<file path="config.mk">
export PLATFORM = sky130hd
export DESIGN_NAME = fetch_queue
export DESIGN_NICKNAME = d
export VERILOG_FILES = /design/src/rtl/fetch_queue_pkg.sv /design/src/rtl/fetch_queue.sv
export SDC_FILE = /design/constraint.sdc
export NUM_CORES = 1
export LEC_CHECK = 0
export CAP_MARGIN = 20
export CELL_PAD_IN_SITES_DETAIL_PLACEMENT = 0
export CELL_PAD_IN_SITES_GLOBAL_PLACEMENT = 1
export CORE_MARGIN = 2
export CORE_UTILIZATION = 50
export DETAILED_ROUTE_END_ITERATION = 10
export GPL_ROUTABILITY_DRIVEN = 0
export PLACE_DENSITY_LB_ADDON = 0.05
export SYNTH_ARGS = -nofsm -noshare
export SYNTH_HDL_FRONTEND = slang
export SYNTH_SLANG_ARGS = --single-unit
</file>
<file path="constraint.sdc">
create_clock -name clk -period 10.8 [get_ports clk]
set_clock_uncertainty 0.2 [all_clocks]
set_input_delay 1.08 -clock clk [delete_from_list [all_inputs] [get_ports clk]]
set_output_delay 1.08 -clock clk [all_outputs]
set_load 0.005 [all_outputs]
</file>
<file path="src/rtl/fetch_queue_pkg.sv">
// Shared fetch-queue types and core-level sizing constant.
package fetch_queue_pkg;

  localparam int FETCHQ_DEPTH = 4;

  typedef struct packed {
    logic [63:0] pc;
    logic [31:0] instr;
  } fetch_entry_t;

endpackage

</file>
<file path="src/rtl/fetch_queue.sv">
// Fetch-to-decode decoupling FIFO with redirect flush.
// Optional FETCHQ_BYPASS_EN: zero-latency pass-through when the queue is empty.
module fetch_queue
  import fetch_queue_pkg::*;
#(
  parameter int DEPTH  = FETCHQ_DEPTH,
  parameter int PC_W   = 64,
  parameter int INST_W = 32
) (
  input  logic                     clk,
  input  logic                     rst,
  input  logic                     in_valid,
  input  logic [PC_W-1:0]          in_pc,
  input  logic [INST_W-1:0]        in_instr,
  output logic                     in_ready,
  input  logic                     flush,
  output logic                     out_valid,
  output logic [PC_W-1:0]          out_pc,
  output logic [INST_W-1:0]        out_instr,
  input  logic                     out_ready,
  output logic [$clog2(DEPTH):0]   count
);

  localparam int PTR_W = $clog2(DEPTH);
  localparam int CNT_W = PTR_W + 1;

  fetch_entry_t           mem [DEPTH];
  fetch_entry_t           head;
  logic [PTR_W-1:0]       rd_ptr;
  logic [PTR_W-1:0]       wr_ptr;
  logic [CNT_W-1:0]       cnt;
  logic                   empty;
  logic                   push;
  logic                   pop;
  logic                   bypass_take;

  assign empty    = (cnt == '0);
  assign in_ready = (cnt != CNT_W'(DEPTH));
  assign count    = cnt;
  assign head     = mem[rd_ptr];

`ifdef FETCHQ_BYPASS_EN
  // An entry consumed straight from the input never touches storage.
  assign bypass_take = empty & in_valid & out_ready & ~flush;
`else
  assign bypass_take = 1'b0;
`endif

  assign push = in_valid & in_ready & ~flush & ~bypass_take;
  assign pop  = ~empty & out_ready & ~flush;

  always_comb begin
    out_valid = 1'b0;
    out_pc    = '0;
    out_instr = '0;
    if (!empty) begin
      out_valid = 1'b1;
      out_pc    = PC_W'(head.pc);
      out_instr = INST_W'(head.instr);
    end
`ifdef FETCHQ_BYPASS_EN
    else if (in_valid && !flush) begin
      out_valid = 1'b1;
      out_pc    = in_pc;
      out_instr = in_instr;
    end
`endif
  end

  always_ff @(posedge clk) begin
    if (push) begin
      mem[wr_ptr] <= '{pc: 64'(in_pc), instr: 32'(in_instr)};
    end
  end

  always_ff @(posedge clk or negedge rst) begin
    if (!rst) begin
      rd_ptr <= '0;
      wr_ptr <= '0;
      cnt    <= '0;
    end else if (flush) begin
      rd_ptr <= '0;
      wr_ptr <= '0;
      cnt    <= '0;
    end else begin
      if (push) wr_ptr <= wr_ptr + PTR_W'(1);
      if (pop)  rd_ptr <= rd_ptr + PTR_W'(1);
      case ({push, pop})
        2'b10:   cnt <= cnt + CNT_W'(1);
        2'b01:   cnt <= cnt - CNT_W'(1);
        default: cnt <= cnt;
      endcase
    end
  end

endmodule

</file>
==> impl_results.md <==
- Status: finished, final reports clean
- Post-CTS Setup Inserts: 0
- Flop pwr share: 0.457
- Initial Util: 0.508
- TritonCTS buffer count: between 40 and 50
- Switching power: just under 0.9 mW
- Row count: 63
- Share of cells above drive strength 1: 0.180
- DR WL/cell: 22.4 µm
- Critical path launch point type: flop
- Gate count after technology mapping: approximately 670
- Fin nets: 993
- CP endpoint kind: primary output
- Comb power frac: 0.204
- Fmax: 188 MHz
- GRT Resource Usage Total: 0.188
- H-tree Lvls: 2
- Clk slew on worst S/H paths: roughly 0.06 ns
- Critical path type: reg2out
- Top Ports: about 200
- Vias in the first global route: 7744
- Die area: between 30000 and 40000 µm²
- Diode count: 0
- Placed inst area: between 15000 and 20000 µm²
- Post-synth cell types: 37
- DIE WIDTH: 178 µm
- I/O Buffers: roughly 200
- GRT overflow: 0
- Syn Nets: 780
- CTS tree: yes
- Maximum vdd drop: ~0.12 mV
- Synth area leader: edfxtp_1
- Max Transition Viols Final: 0
- # clock sinks: just under 400
- Design Area, Final: approximately 19000 µm²
- RR Startpoint: count[1]
- Fin crit share: 0.493
- Worst hold stages: 2
- Initial antenna violation count: 2
- Final Instance Count excl. Fillers: ~1.3k
- Height of the die: 178 µm
- Post-DP HPWL: 16600 µm
- Yosys reg bits: 391
- Post-route ant nets: 0
- First-pass GRT wire length: approximately 44000 µm
- Clock power frac: 0.339
- Slowest stage cell on the critical path: buf_4
- Synthesized area per cell: 22.3 µm²
- R2r endpoint: mem[3][86]
- Yosys top cell area share: 0.766
- Worst hold path class: reg2reg
- Top post-synthesis cells by area: edfxtp_1, mux4_2, and2_1
- Worst Min Path Start: wr_ptr[1]
- RSZ-0062 raised after global routing: no
- Fin crit period: ~5.3 ns
- Area of the multi-input gates: approximately 3100 µm²
- Most used cell, CP: buf_4
- Clock Path Buffers: 3
- Via density: 5.51
- Setup violations, final: 0
- Internal power: between 2 and 3 mW
- Gates resized, CTS repair: 0
- # DRC: 0
- Hold endpoint: wr_ptr[1]
- Data required, critical path: ~9.5 ns
- Static Leak: 5.89 nW
- Hold_buf cts: 0
- CTS root buf: clkbuf_16
- Drt pass-1 iters: 5
- Crit path largest cell delay: about 0.80 ns
- Register area: 11700 µm²
- Overall via count from detail_route: slightly above 7k
- Worst path arrival time: 4.04 ns
- Least-Margin Pin Slew: about 1.0 ns
- Clock Latency Late Sink: around 0.52 ns
- CP Cell Sequence: buf_4 -> buf_4 -> mux4_2 -> and2_1 -> clkdlybuf4s50_1
- Fillers: ~2.1k
- Core ar.: slightly below 30000 µm²
- Max-Slew Margin vs Limit: 0.326
- Initial detailed-routing violation count: between 500 and 600
- PD cells: a little over 200 nW/µm²
- Seq/Total Area, Yosys: 0.777
- Mapped Area: roughly 15000 µm²
- Final Hold Vio Count: 0
- Largest net degree at the start of global routing: 76
- Total routed wirelength: approximately 29000 µm
- R2R Setup Slk: ~7.8 ns
- Max Cap Violations: 0
- Placed Cells: approximately 1.2k
- Fin Setup TNS: 0 ns
- Synth-to-Final Area Change: 23.9%
- CP max FO: 42
- Sw Ratio: 0.230
- Worst reg-to-reg path cell count: 4
- Yosys warnings: 0
## power by group through the flow
stage          clock network [mW]  registers (mW)  logic, mW
2_1_floorplan                   0            1.77      0.443
3_3_place_gp                    0            1.80      0.802
3_5_place_dp                    0            1.80      0.806
4_1_cts                      1.34            1.77      0.811
5_1_grt                      1.40            1.77      0.856
6_report                     1.31            1.77      0.791
## metal layers
metal,GRT usage,vias up,routed length (µm)
li1,-,3182,-
met1,0.245,3755,12000
met2,0.321,206,14900
met3,0.0458,42,1810
met4,0.0495,2,498
met5,0,-,13
## cells by family (layout without fill, tap and decap cells)
logic type | after synthesis | in the layout | synth area share
buffers and inverters | 44 | 285 | 0.0168
muxes | 97 | 97 | 0.144
adders and majority gates | 5 | 5 | 0.00465
xor gates and xnor gates | 3 | 3 | 0.00175
and+or+nand+nor | 117 | 117 | 0.0471
AOI/OAI and AO/OA | 17 | 17 | 0.00806
DFF | 391 | 391 | 0.777
## cell usage after synthesis
cell type / number
a2111oi_0: 1
a21oi_1: 4
a221o_1: 1
a31oi_1: 1
and2_1: 96
and3_1: 4
buf_1: 1
buf_2: 16
buf_6: 6
buf_8: 2
clkbuf_1: 14
dfrtp_1: 7
edfxtp_1: 384
fa_1: 1
ha_1: 4
inv_1: 5
mux2_2: 1
mux4_2: 96
nand2_1: 3
nand2b_1: 2
nand3_1: 3
nor2_1: 5
nor3_1: 1
nor3b_1: 1
o211ai_1: 1
o21a_1: 1
o21ai_0: 2
o21ba_2: 1
o21bai_1: 1
o221ai_1: 1
o311ai_0: 1
o31ai_1: 1
o41ai_1: 1
or3_1: 1
or4_1: 1
xnor2_1: 1
xor2_1: 2
## how the worst max path moves through the flow
stage,startpoint,end,slack [ns],cells past startpoint
after floorplan,in_valid,mem[0][0],6.34,4
after global routing,rd_ptr[0],out_pc[10],5.10,5
after global placement,rd_ptr[0],out_pc[7],5.88,5
final,rd_ptr[0],out_pc[10],5.48,5
after CTS,rd_ptr[0],out_pc[6],5.30,5
after detailed placement,rd_ptr[0],out_pc[7],5.86,5
## critical path, delay by kind of cell (launching register included)
family	cells	cell delay, ns
muxes	1	0.59
and+or+nand+nor	1	0.19
buffers and inverters	3	1.94
DFF	1	0.74
## layout make-up
type	count	area share
Multi-Input combinational cell	239	0.167
Tap cell	390	0.0262
Inverter	5	0.00101
Sequential cell	391	0.628
Clock buffer	54	0.0587
Timing Repair Buffer	209	0.111
Clock inverter	17	0.00805
## flip-flops by register name, indices dropped and copies added, names as in the netlist
signal	cells
mem	384
count	3
rd_ptr	2
wr_ptr	2
## placed cells by master, fill, tap and decap left out, types with 6 or more instances in the layout
cell and instances:
clkinv_2 6, mux4_2 96, clkbuf_1 11, edfxtp_1 384, clkbuf_16 41, buf_4 8
and2_1 96, clkdlybuf4s50_1 201, clkinv_1 8
## stage by stage
step | hold WS, ns | util | setup WS [ns] | power [mW]
2_1_floorplan | 0.357 | - | 6.34 | 2.21
3_3_place_gp | 0.368 | 0.588 | 5.88 | 2.60
5_1_grt | 0.457 | 0.630 | 5.10 | 4.03
3_5_place_dp | 0.396 | 0.588 | 5.86 | 2.61
6_report | 0.409 | 0.630 | 5.48 | 3.87
4_1_cts | 0.404 | 0.630 | 5.30 | 3.92
Note: power is estimated with default switching activity, not from simulation.
